File: config.mk
export PLATFORM = sky130hd
export DESIGN_NAME = dpll_freq_ctrl
export DESIGN_NICKNAME = d
export VERILOG_FILES = /design/src/rtl/dpll_freq_ctrl.sv
export SDC_FILE = /design/constraint.sdc
export NUM_CORES = 1
export LEC_CHECK = 0
export ABC_AREA = 0
export CAP_MARGIN = 10
export CORE_MARGIN = 2
export CORE_UTILIZATION = 45
export CTS_CLUSTER_DIAMETER = 30
export DETAILED_ROUTE_END_ITERATION = 8
export GPL_TIMING_DRIVEN = 0
export SYNTH_ARGS = -nofsm -noshare
export SYNTH_HDL_FRONTEND = slang
export SYNTH_SLANG_ARGS = --single-unit
File: constraint.sdc
create_clock -name wb_clk_i -period 7.1 [get_ports wb_clk_i]
set_input_delay 1.065 -clock wb_clk_i [delete_from_list [all_inputs] [get_ports wb_clk_i]]
set_output_delay 1.065 -clock wb_clk_i [all_outputs]
set_load 0.02 [all_outputs]
File: src/rtl/dpll_freq_ctrl.sv
// DPLL retune sequencer: applies a requested select, waits for settling, then qualifies
// and monitors lock by counting synchronised fout edges over fixed windows.
module dpll_freq_ctrl #(
  parameter int SETTLE_CYCLES = 2000,
  parameter int WINDOW_CYCLES = 1024,
  parameter int EXP_CNT_0     = 64,
  parameter int EXP_CNT_1     = 128,
  parameter int EXP_CNT_2     = 192,
  parameter int EXP_CNT_3     = 256,
  parameter int TOL           = 2,
  parameter int LOCK_WINDOWS  = 2,
  parameter int MAX_RETRY     = 3
) (
  input  logic       wb_clk_i,
  input  logic       wb_rst_i,
  input  logic       req_valid,
  input  logic [1:0] req_sel,
  output logic       req_ready,
  input  logic       fout_i,
  output logic [1:0] freq_select,
  output logic [1:0] cur_sel,
  output logic       busy,
  output logic       locked,
  output logic       fail,
  output logic       lost_lock
);

  localparam int SW = $clog2(SETTLE_CYCLES + 1);
  localparam int WW = $clog2(WINDOW_CYCLES + 1);
  localparam int MW = $clog2(LOCK_WINDOWS + 1);
  localparam int RW = $clog2(MAX_RETRY + 1);
  localparam logic [SW-1:0] SETTLE_LAST = SW'(SETTLE_CYCLES - 1);
  localparam logic [WW-1:0] WINDOW_LAST = WW'(WINDOW_CYCLES - 1);
  localparam logic [MW-1:0] LOCK_N      = MW'(LOCK_WINDOWS);
  localparam logic [RW-1:0] RETRY_N     = RW'(MAX_RETRY);
  localparam logic [16:0]   TOL_V       = 17'(TOL);
  localparam int EXP_CNT [4] = '{EXP_CNT_0, EXP_CNT_1, EXP_CNT_2, EXP_CNT_3};

  typedef enum logic [2:0] {
    S_IDLE, S_APPLY, S_SETTLE, S_MEASURE, S_LOCKED, S_FAIL
  } state_t;

  state_t          state_reg, state_next;
  logic [1:0]      freq_select_reg, freq_select_next;
  logic [1:0]      cur_sel_reg, cur_sel_next;
  logic            locked_reg, locked_next;
  logic            fail_reg, fail_next;
  logic            lost_lock_reg, lost_lock_next;
  logic [SW-1:0]   settle_cnt_reg, settle_cnt_next;
  logic [WW-1:0]   win_cnt_reg, win_cnt_next;
  logic [15:0]     edge_cnt_reg, edge_cnt_next;
  logic [MW-1:0]   match_cnt_reg, match_cnt_next;
  logic [RW-1:0]   retry_cnt_reg, retry_cnt_next;
  logic [1:0]      sync_reg;
  logic            prev_reg;

  logic [15:0]     exp_tbl [4];
  logic            fout_edge;
  logic            accept;
  logic            win_last;
  logic            win_match;
  logic [15:0]     cnt_total;
  logic [16:0]     diff;
  logic [16:0]     abs_diff;
  logic [MW-1:0]   match_inc;
  logic [RW-1:0]   retry_inc;

  genvar gi;
  generate
    for (gi = 0; gi < 4; gi++) begin : g_exp
      assign exp_tbl[gi] = 16'(EXP_CNT[gi]);
    end
  endgenerate

  assign fout_edge = sync_reg[1] & ~prev_reg;
  assign req_ready = (state_reg == S_IDLE) || (state_reg == S_LOCKED) || (state_reg == S_FAIL);
  assign busy      = ~req_ready;
  assign accept    = req_valid & req_ready;
  assign win_last  = (win_cnt_reg == WINDOW_LAST);
  assign match_inc = match_cnt_reg + MW'(1);
  assign retry_inc = retry_cnt_reg + RW'(1);

  // Window count includes an edge landing on the final window cycle; saturates at all-ones.
  assign cnt_total = (fout_edge && edge_cnt_reg != 16'hFFFF) ? edge_cnt_reg + 16'd1 : edge_cnt_reg;
  assign diff      = {1'b0, cnt_total} - {1'b0, exp_tbl[cur_sel_reg]};
  assign abs_diff  = diff[16] ? (~diff + 17'd1) : diff;
  assign win_match = (cnt_total != 16'hFFFF) && (abs_diff <= TOL_V);

  always_ff @(posedge wb_clk_i or posedge wb_rst_i) begin
    if (wb_rst_i) state_reg <= S_IDLE;
    else          state_reg <= state_next;
  end

  always_comb begin
    state_next       = state_reg;
    freq_select_next = freq_select_reg;
    cur_sel_next     = cur_sel_reg;
    locked_next      = locked_reg;
    fail_next        = fail_reg;
    lost_lock_next   = 1'b0;
    settle_cnt_next  = settle_cnt_reg;
    win_cnt_next     = win_cnt_reg;
    edge_cnt_next    = edge_cnt_reg;
    match_cnt_next   = match_cnt_reg;
    retry_cnt_next   = retry_cnt_reg;
    case (state_reg)
      S_IDLE: begin
        if (accept) begin
          cur_sel_next = req_sel;
          state_next   = S_APPLY;
        end
      end
      S_APPLY: begin
        freq_select_next = cur_sel_reg;
        settle_cnt_next  = '0;
        win_cnt_next     = '0;
        edge_cnt_next    = '0;
        match_cnt_next   = '0;
        retry_cnt_next   = '0;
        state_next       = S_SETTLE;
      end
      S_SETTLE: begin
        edge_cnt_next = '0;
        win_cnt_next  = '0;
        if (settle_cnt_reg == SETTLE_LAST) state_next = S_MEASURE;
        else settle_cnt_next = settle_cnt_reg + SW'(1);
      end
      S_MEASURE: begin
        if (win_last) begin
          win_cnt_next  = '0;
          edge_cnt_next = '0;
          if (win_match) begin
            match_cnt_next = match_inc;
            if (match_inc == LOCK_N) begin
              locked_next = 1'b1;
              state_next  = S_LOCKED;
            end
          end else begin
            match_cnt_next  = '0;
            retry_cnt_next  = retry_inc;
            settle_cnt_next = '0;
            if (retry_inc == RETRY_N) begin
              fail_next  = 1'b1;
              state_next = S_FAIL;
            end else begin
              state_next = S_SETTLE;
            end
          end
        end else begin
          win_cnt_next  = win_cnt_reg + WW'(1);
          edge_cnt_next = cnt_total;
        end
      end
      S_LOCKED: begin
        // A new request wins over whatever the closing window says.
        if (accept) begin
          locked_next  = 1'b0;
          cur_sel_next = req_sel;
          state_next   = S_APPLY;
        end else if (win_last) begin
          win_cnt_next  = '0;
          edge_cnt_next = '0;
          if (!win_match) begin
            locked_next     = 1'b0;
            lost_lock_next  = 1'b1;
            retry_cnt_next  = '0;
            match_cnt_next  = '0;
            settle_cnt_next = '0;
            state_next      = S_SETTLE;
          end
        end else begin
          win_cnt_next  = win_cnt_reg + WW'(1);
          edge_cnt_next = cnt_total;
        end
      end
      S_FAIL: begin
        if (accept) begin
          fail_next    = 1'b0;
          cur_sel_next = req_sel;
          state_next   = S_APPLY;
        end
      end
      default: state_next = S_IDLE;
    endcase
  end

  always_ff @(posedge wb_clk_i or posedge wb_rst_i) begin
    if (wb_rst_i) begin
      freq_select_reg <= '0;
      cur_sel_reg     <= '0;
      locked_reg      <= 1'b0;
      fail_reg        <= 1'b0;
      lost_lock_reg   <= 1'b0;
      settle_cnt_reg  <= '0;
      win_cnt_reg     <= '0;
      edge_cnt_reg    <= '0;
      match_cnt_reg   <= '0;
      retry_cnt_reg   <= '0;
      sync_reg        <= '0;
      prev_reg        <= 1'b0;
    end else begin
      freq_select_reg <= freq_select_next;
      cur_sel_reg     <= cur_sel_next;
      locked_reg      <= locked_next;
      fail_reg        <= fail_next;
      lost_lock_reg   <= lost_lock_next;
      settle_cnt_reg  <= settle_cnt_next;
      win_cnt_reg     <= win_cnt_next;
      edge_cnt_reg    <= edge_cnt_next;
      match_cnt_reg   <= match_cnt_next;
      retry_cnt_reg   <= retry_cnt_next;
      sync_reg        <= {sync_reg[0], fout_i};
      prev_reg        <= sync_reg[1];
    end
  end

  assign freq_select = freq_select_reg;
  assign cur_sel     = cur_sel_reg;
  assign locked      = locked_reg;
  assign fail        = fail_reg;
  assign lost_lock   = lost_lock_reg;

endmodule
==> flow_summary.json, run 1 <==
{
  "status": "complete, no violations",
  "cts-resized-gates": 0,
  "die_height_um": 101,
  "ir_worst_vdd_uv": 187,
  "num_vias": 3886,
  "timing.final.max_slew_violations": 0,
  "grt_overflow_total": 0,
  "numClockSinks": 55,
  "synth_top_flop_cell": "sky130_fd_sc_hd__dfrtp_1",
  "nNetsFinal": 549,
  "x_dimension_of_the_die_um": 101,
  "std_cell_rows": 35,
  "grt_first_pass_wirelength_um": 18000,
  "cell_breakdown_of_the_critical_path": "ha_1, and4_1, and4_1, buf_2, nor2_1, mux2i_1, ha_1, nand4_1, o31ai_1, nand4_1, xnor2_1, nand4b_1, a31oi_1, nand4_2, o21ai_1, buf_2, nand2_1, mux2i_1",
  "syn-mean-instance-area_um2": 8.37,
  "core_mm2": 0.00920,
  "multi_input_area_mm2": 0.00266,
  "share_of_cells_above_drive_strength_1_pct": 8.32,
  "worst_path_dominant_cell_family": "simple AND/OR/NAND/NOR gates",
  "yosys_register_bits": 55,
  "synth.cell_area_mm2": 0.00424,
  "final_cell_mix": "55 x sky130_fd_sc_hd__dfrtp_1, 54 x sky130_fd_sc_hd__nand2_1, 35 x sky130_fd_sc_hd__nor2_1",
  "via_per_inst": 6.07,
  "postRouteWirelength_um": 10700,
  "antenna_found_initial": 0,
  "total_number_of_yosys_warnings": 0,
  "setup.worst_path.start_class": "register",
  "post_cts_buffers": 0,
  "fillers": 896,
  "synth_cell_types": 72,
  "drt_iter0_drc": 197,
  "gpl.final_weighted_congestion": 0.913,
  "hold_violations": 0,
  "firstDrtPassIters": 4,
  "cpPeakStageDelay_ns": 0.51,
  "globalRouteTotalUtil_pct": 22.1,
  "start_util_pct": 46.1,
  "fin_total_pwr_mw": 1.53,
  "min_clock_period_post_route_ns": 4.98,
  "postSynthNetCount": 527,
  "worst_path_max_delay_cell": "sky130_fd_sc_hd__o31ai_1",
  "critical_path_arrival_ns": 5.22,
  "layout.cells.most_common": "sky130_fd_sc_hd__dfrtp_1",
  "synth_top_area_share_pct": 32.5,
  "max_slew.worst_pin.slew_ns": 0.799,
  "route.detailed.wl_per_inst_um": 16.7,
  "asyncSetResetFlopFracSynth_pct": 100,
  "max_slew_margin_pct": 46.2,
  "worst_clock_skew_ns": 0.0136,
  "setup_viol": 0,
  "clock_tree_from_tritoncts": "built",
  "timing.hold.worst.class": "register to register",
  "edff_count_synth": 0,
  "cts_max_level": 2,
  "grt_pass1_vias": 3532,
  "hpwlAfterDp_um": 8230,
  "synth_cells": 506,
  "required_ns": 7.34,
  "largest_register_ffs": 16,
  "num_antenna_cells": 0,
  "num_io_pins": 15,
  "clock_insertion_delay_worst_skew_ns": 0.31,
  "synth.yosys.seq_area_share_pct": 32.5,
  "postCtsHoldBufs": 0,
  "clk_root_buffer_cell": "sky130_fd_sc_hd__clkbuf_8",
  "fmaxAchievable_mhz": 201,
  "cts_inserted_buffers": 5,
  "worstSetupEndpointType": "register",
  "final.setup.tns_ns": 0,
  "synth.area.top_cells": "sky130_fd_sc_hd__dfrtp_1 32%, sky130_fd_sc_hd__nand2_1 4.8%, sky130_fd_sc_hd__ha_1 4.1%",
  "netlist.top_cell.by_area": "sky130_fd_sc_hd__dfrtp_1",
  "fin_crit_sh_pct": 70.1,
  "drc_errors": 0,
  "rsz0062_at_grt": "no",
  "fp.dieArea_mm2": 0.0102,
  "final_antenna_net_count": 0,
  "max_cap_violation_count": 0,
  "grt_start_max_net_pins": 34,
  "clk_transition_reported_paths_ns": 0.11,
  "setup.worst_path.class": "register to register",
  "crit_path_max_fanout": 10,
  "power_density_normalized_to_cell_area_mw_per_mm2": 330,
  "areaGrowthSynthToFinish_pct": 9.07,
  "timing.critical_path.buf_inv": 2,
  "layout.area.seq_mm2": 0.00138,
  "number_of_buffers_on_the_longest_clock_path": 2,
  "power.leakage_nw": 1.89,
  "portBuffers": 14
}
worst paths after layout:
path | from | cells after the start | to | slack [ns]
max in group asynchronous | wb_rst_i | 3 | edge_cnt_reg[12]$_DFFE_PP0P_ | 5.42
setup / recovery | edge_cnt_reg[1]$_DFFE_PP0P_ | 18 | settle_cnt_reg[10]$_DFFE_PP0P_ | 2.12
hold reg to reg | sync_reg[0]$_DFF_PP0_ | 0 | sync_reg[1]$_DFF_PP0_ | 0.37
min in group asynchronous | wb_rst_i | 2 | cur_sel[0]$_DFFE_PP0P_ | 1.12
hold / removal | sync_reg[0]$_DFF_PP0_ | 0 | sync_reg[1]$_DFF_PP0_ | 0.37
setup reg to reg | edge_cnt_reg[1]$_DFFE_PP0P_ | 18 | settle_cnt_reg[10]$_DFFE_PP0P_ | 2.12
where the power goes:
part / internal (mW) / switching [mW]
clock: 0.0693 / 0.104
sequential: 0.367 / 0.0468
combinational: 0.384 / 0.555
metal layers:
metal	wire [µm]	part of all wire [%]	GRT usage (%)
met1	5410	51	33.8
met2	4620	43	33.0
met3	510	4.8	3.19
met4	154	1.4	4.99
met5	0	0	0
stage by stage:
| step | area (µm²) | setup WS, ns | hold slack, ns | std cells | util [%] |
|---|---|---|---|---|---|
| global placement | 4510 | 2.24 | 0.363 | 631 | 49.1 |
| global route | 4620 | 1.73 | 0.379 | 640 | 50.2 |
| detailed placement | 4530 | 2.17 | 0.348 | 632 | 49.3 |
| CTS | 4620 | 2.16 | 0.376 | 640 | 50.2 |
| finish | 4620 | 2.12 | 0.371 | 640 | 50.2 |
| floorplan | 4240 | 2.75 | 0.331 | 506 | - |
Yosys cell counts (5+ instances only):
library cell / n
sky130_fd_sc_hd__xnor2_1: 8
sky130_fd_sc_hd__nand3_1: 21
sky130_fd_sc_hd__ha_1: 14
sky130_fd_sc_hd__mux2i_1: 6
sky130_fd_sc_hd__nor2b_1: 6
sky130_fd_sc_hd__xor2_1: 13
sky130_fd_sc_hd__or2_2: 5
sky130_fd_sc_hd__nand2b_1: 11
sky130_fd_sc_hd__nor2_1: 35
sky130_fd_sc_hd__o31ai_1: 13
sky130_fd_sc_hd__o21ai_0: 32
sky130_fd_sc_hd__buf_2: 6
sky130_fd_sc_hd__nand4_1: 16
sky130_fd_sc_hd__or3_1: 13
sky130_fd_sc_hd__mux2_2: 7
sky130_fd_sc_hd__a21oi_1: 21
sky130_fd_sc_hd__inv_1: 23
sky130_fd_sc_hd__a21boi_1: 7
sky130_fd_sc_hd__o21ai_1: 7
sky130_fd_sc_hd__clkbuf_1: 12
sky130_fd_sc_hd__and3_1: 5
sky130_fd_sc_hd__nand2_1: 54
sky130_fd_sc_hd__a211oi_1: 6
sky130_fd_sc_hd__dfrtp_1: 55
sky130_fd_sc_hd__o21a_1: 5
sky130_fd_sc_hd__and4_1: 9
sky130_fd_sc_hd__nor3_1: 13
worst reg2reg max path, stage by stage, from the launching register on:
cell and delay, ns:
sky130_fd_sc_hd__dfrtp_1 0.40, sky130_fd_sc_hd__ha_1 0.25, sky130_fd_sc_hd__and4_1 0.23, sky130_fd_sc_hd__and4_1 0.19, sky130_fd_sc_hd__buf_2 0.16, sky130_fd_sc_hd__nor2_1 0.37
sky130_fd_sc_hd__mux2i_1 0.50, sky130_fd_sc_hd__ha_1 0.33, sky130_fd_sc_hd__nand4_1 0.11, sky130_fd_sc_hd__o31ai_1 0.51, sky130_fd_sc_hd__nand4_1 0.22, sky130_fd_sc_hd__xnor2_1 0.18
sky130_fd_sc_hd__nand4b_1 0.14, sky130_fd_sc_hd__a31oi_1 0.24, sky130_fd_sc_hd__nand4_2 0.28, sky130_fd_sc_hd__o21ai_1 0.35, sky130_fd_sc_hd__buf_2 0.27, sky130_fd_sc_hd__nand2_1 0.07
sky130_fd_sc_hd__mux2i_1 0.12
final cells by class:
cell class | count | share of cell area (%)
multi-input combinational | 404 | 57.6
tap | 111 | 3.01
buffer | 24 | 2.46
inverter | 23 | 1.87
sequential | 55 | 29.8
clock buffer | 6 | 1.57
timing repair buffer | 15 | 3.47
clock inverter | 2 | 0.271
cells by family after synthesis:
group | count (synthesis) | share of synthesized area, %
buffers and inverters | 47 | 4.73
flip-flops | 55 | 32.5
AND/OR/NAND/NOR | 213 | 26.9
adder cells (fa/ha/maj) | 15 | 4.61
multiplexers | 13 | 3.28
AO/OA/AOI/OAI | 141 | 23.1
XOR/XNOR | 22 | 4.87
(Power assumes the default switching activity.)
==> run 2: changes to the inputs <==
==> constraint.sdc (replaced) <==
create_clock -name wb_clk_i -period 4.8 [get_ports wb_clk_i]
set_input_delay 0.72 -clock wb_clk_i [delete_from_list [all_inputs] [get_ports wb_clk_i]]
set_output_delay 0.72 -clock wb_clk_i [all_outputs]
set_load 0.02 [all_outputs]
==> run 2 against run 1 <==
Total power increased by 52%; critical path depth increased by 1; design area increased by 2.6%; sequential power increased by 48%; worst setup slack got worse by 1.9 ns; wire length increased by 3.0%; clock skew increased by 0.00053 ns; via count increased by 0.69%; hold slack about the same; clock-buffer cell count unchanged; first-iteration DRC count increased by 3.0%; critical endpoint unchanged; largest power group unchanged.
==> flow_summary.json, run 2 (synthesized netlist as in run 1, its figures left out) <==
{
  "timing.hold.worst.class": "register to register",
  "fin_total_pwr_mw": 2.31,
  "crit-reg2reg-launch": "edge_cnt_reg[12]$_DFFE_PP0P_",
  "route.detailed.wl_per_inst_um": 17.1,
  "antenna_found_initial": 0,
  "areaGrowthSynthToFinish_pct": 11.9,
  "grt_pass1_vias": 3551,
  "clk_root_buffer_cell": "sky130_fd_sc_hd__clkbuf_8",
  "fmaxAchievable_mhz": 217,
  "ff2ff_path_depth": 19,
  "final_antenna_net_count": 0,
  "numClockSinks": 55,
  "drt_iter0_drc": 203,
  "share_of_cells_above_drive_strength_1_pct": 12.2,
  "number_of_buffers_on_the_longest_clock_path": 2,
  "layout.cells.most_common": "sky130_fd_sc_hd__dfrtp_1",
  "fin_crit_sh_pct": 95.9,
  "rsz0062_at_grt": "no",
  "fp.dieArea_mm2": 0.0102,
  "critical_path_arrival_ns": 4.85,
  "setup_viol": 0,
  "core_mm2": 0.00920,
  "whs_path_depth": 0,
  "timing.critical_path.buf_inv": 2,
  "instances_no_fill": 645,
  "max_cap_violation_count": 0,
  "num_io_pins": 15,
  "fin_area_mm2": 0.00474,
  "worst_path_dominant_cell_family": "simple AND/OR/NAND/NOR gates",
  "clk_transition_reported_paths_ns": 0.10,
  "fillers": 889,
  "terminus_of_the_critical_flop_to_flop_path": "settle_cnt_reg[10]$_DFFE_PP0P_",
  "postRouteWirelength_um": 11000,
  "portBuffers": 14,
  "hold_violations": 0,
  "firstDrtPassIters": 5,
  "clock_insertion_delay_worst_skew_ns": 0.32,
  "x_dimension_of_the_die_um": 101,
  "rrSetupSlack_ns": 0.20,
  "clock_tree_from_tritoncts": "built",
  "num_antenna_cells": 0,
  "nNetsFinal": 554,
  "worstSetupEndpointType": "register",
  "final_cell_mix": "55 x sky130_fd_sc_hd__dfrtp_1, 54 x sky130_fd_sc_hd__nand2_1, 33 x sky130_fd_sc_hd__nor2_1",
  "gpl.final_weighted_congestion": 0.913,
  "hpwlAfterDp_um": 8230,
  "ir_worst_vdd_uv": 277,
  "max_slew_margin_pct": 48.3,
  "largest_register_ffs": 16,
  "power_density_normalized_to_cell_area_mw_per_mm2": 488,
  "final.setup.tns_ns": 0,
  "start_util_pct": 46.1,
  "hold_path.startpoint": "sync_reg[0]$_DFF_PP0_",
  "via_per_inst": 6.07,
  "num_vias": 3913,
  "cts_max_level": 2,
  "die_height_um": 101,
  "detailed_place.area_mm2": 0.00453,
  "status": "complete, no violations",
  "min_clock_period_post_route_ns": 4.60,
  "cell_breakdown_of_the_critical_path": "and4_1, buf_4, and4_4, nor2_4, nand3_2, xor2_2, ha_2, fa_2, nor2b_1, or2_2, or3b_2, xnor2_2, o41ai_2, nor2_1, and4_4, a2bb2oi_4, buf_6, nor4_2, mux2i_1",
  "place_inst": 632,
  "drc_errors": 0,
  "std_cell_rows": 35,
  "grt_first_pass_wirelength_um": 18100,
  "setup.worst_path.class": "register to register",
  "postCtsHoldBufs": 0,
  "final_util_pct": 51.5,
  "required_ns": 5.05,
  "globalRouteTotalUtil_pct": 22.2,
  "grt_start_max_net_pins": 34,
  "worst_path_max_delay_cell": "sky130_fd_sc_hd__or3b_2",
  "timing.final.max_slew_violations": 0,
  "cpPeakStageDelay_ns": 0.50,
  "max_slew.worst_pin.slew_ns": 0.769,
  "power.leakage_nw": 1.93,
  "setup.worst_path.start_class": "register",
  "grt_overflow_total": 0,
  "critical_path.most_common_cell": "sky130_fd_sc_hd__and4_4",
  "worst_clock_skew_ns": 0.0141,
  "cts_inserted_buffers": 5,
  "min_delay_worst_endpoint": "sync_reg[1]$_DFF_PP0_",
  "crit_path_max_fanout": 10
}
[run 2: cell types whose count changed in the layout (fill, tap and decap cells not counted), moves of 2 or more]
cell,change
sky130_fd_sc_hd__buf_4,+6
sky130_fd_sc_hd__and4_1,-2
sky130_fd_sc_hd__ha_1,-2
sky130_fd_sc_hd__ha_2,+2
sky130_fd_sc_hd__nor2_1,-2
sky130_fd_sc_hd__xor2_1,-2
sky130_fd_sc_hd__xor2_2,+2
[run 2: report_power, final]
| part | switching (mW) | internal (mW) |
|---|---|---|
| registers | 0.0701 | 0.542 |
| logic | 0.851 | 0.595 |
| clock network | 0.153 | 0.102 |
| total | 1.07 | 1.24 |
[run 2: final cells by class]
class                           count  area (µm²)  area share, %
Multi-Input combinational cell    404        2740           57.8
Inverter                           23        86.3           1.82
Timing Repair Buffer               21         205           4.33
Sequential cell                    55        1380           29.0
Clock buffer                        6        72.6           1.53
Buffer                             23         109           2.30
Clock inverter                      2        12.5          0.264
Tap cell                          111         139           2.93
[run 2: worst reg2reg max path: cells and delay by family (launching register included)]
kind | cells | cell delay, ns
AOI/OAI and AO/OA | 2 | 0.60
xor gates and xnor gates | 2 | 0.37
adders and majority gates | 2 | 0.44
buffers and inverters | 2 | 0.36
DFF | 1 | 0.47
muxes | 1 | 0.21
and+or+nand+nor | 10 | 2.12
[run 2: how the worst max path moves through the flow]
stage                                 start                        endpoint  slack [ns]  depth (start not counted)
5_1_grt         edge_cnt_reg[9]$_DFFE_PP0P_   settle_cnt_reg[9]$_DFFE_PP0P_       0.004                         18
4_1_cts         edge_cnt_reg[1]$_DFFE_PP0P_  settle_cnt_reg[10]$_DFFE_PP0P_       0.004                         20
3_5_place_dp    edge_cnt_reg[1]$_DFFE_PP0P_   settle_cnt_reg[3]$_DFFE_PP0P_       -0.13                         17
6_report       edge_cnt_reg[12]$_DFFE_PP0P_  settle_cnt_reg[10]$_DFFE_PP0P_        0.20                         19
3_3_place_gp    edge_cnt_reg[1]$_DFFE_PP0P_  settle_cnt_reg[10]$_DFFE_PP0P_       -0.06                         18
2_1_floorplan  edge_cnt_reg[11]$_DFFE_PP0P_   settle_cnt_reg[9]$_DFFE_PP0P_        0.45                         20
[run 2: through the flow]
stage          hold WS (ns)  setup WS [ns]
2_1_floorplan         0.331          0.451
3_3_place_gp          0.363        -0.0615
3_5_place_dp          0.348         -0.128
4_1_cts               0.376        0.00427
5_1_grt               0.379        0.00363
6_report              0.371          0.197
[run 2: repair_timing]
action,4_1_cts,5_1_grt
gates cloned,0,0
endpoints found under the setup margin,11,20
gates resized for setup,4,15
setup buffers,1,5
pin swaps,1,6
[run 2: routing by layer]
metal / GRT usage, % / up-vias / wire [µm]
met2: 33.1 / 89 / 4840
li1: - / 1920 / -
met4: 5.09 / 0 / 133
met5: 0 / - / 0
met3: 3.33 / 13 / 492
met1: 33.9 / 1891 / 5550
==> run 3: changes to the inputs <==
--- a/config.mk
+++ b/config.mk
@@ -12,6 +12,7 @@
 export CTS_CLUSTER_DIAMETER = 30
 export DETAILED_ROUTE_END_ITERATION = 8
 export GPL_TIMING_DRIVEN = 0
+export HOLD_SLACK_MARGIN = 0.12
 export SYNTH_ARGS = -nofsm -noshare
 export SYNTH_HDL_FRONTEND = slang
 export SYNTH_SLANG_ARGS = --single-unit
==> results of run 3 <==
Same layout as run 2: the final DEF is identical, and so are final timing and power.
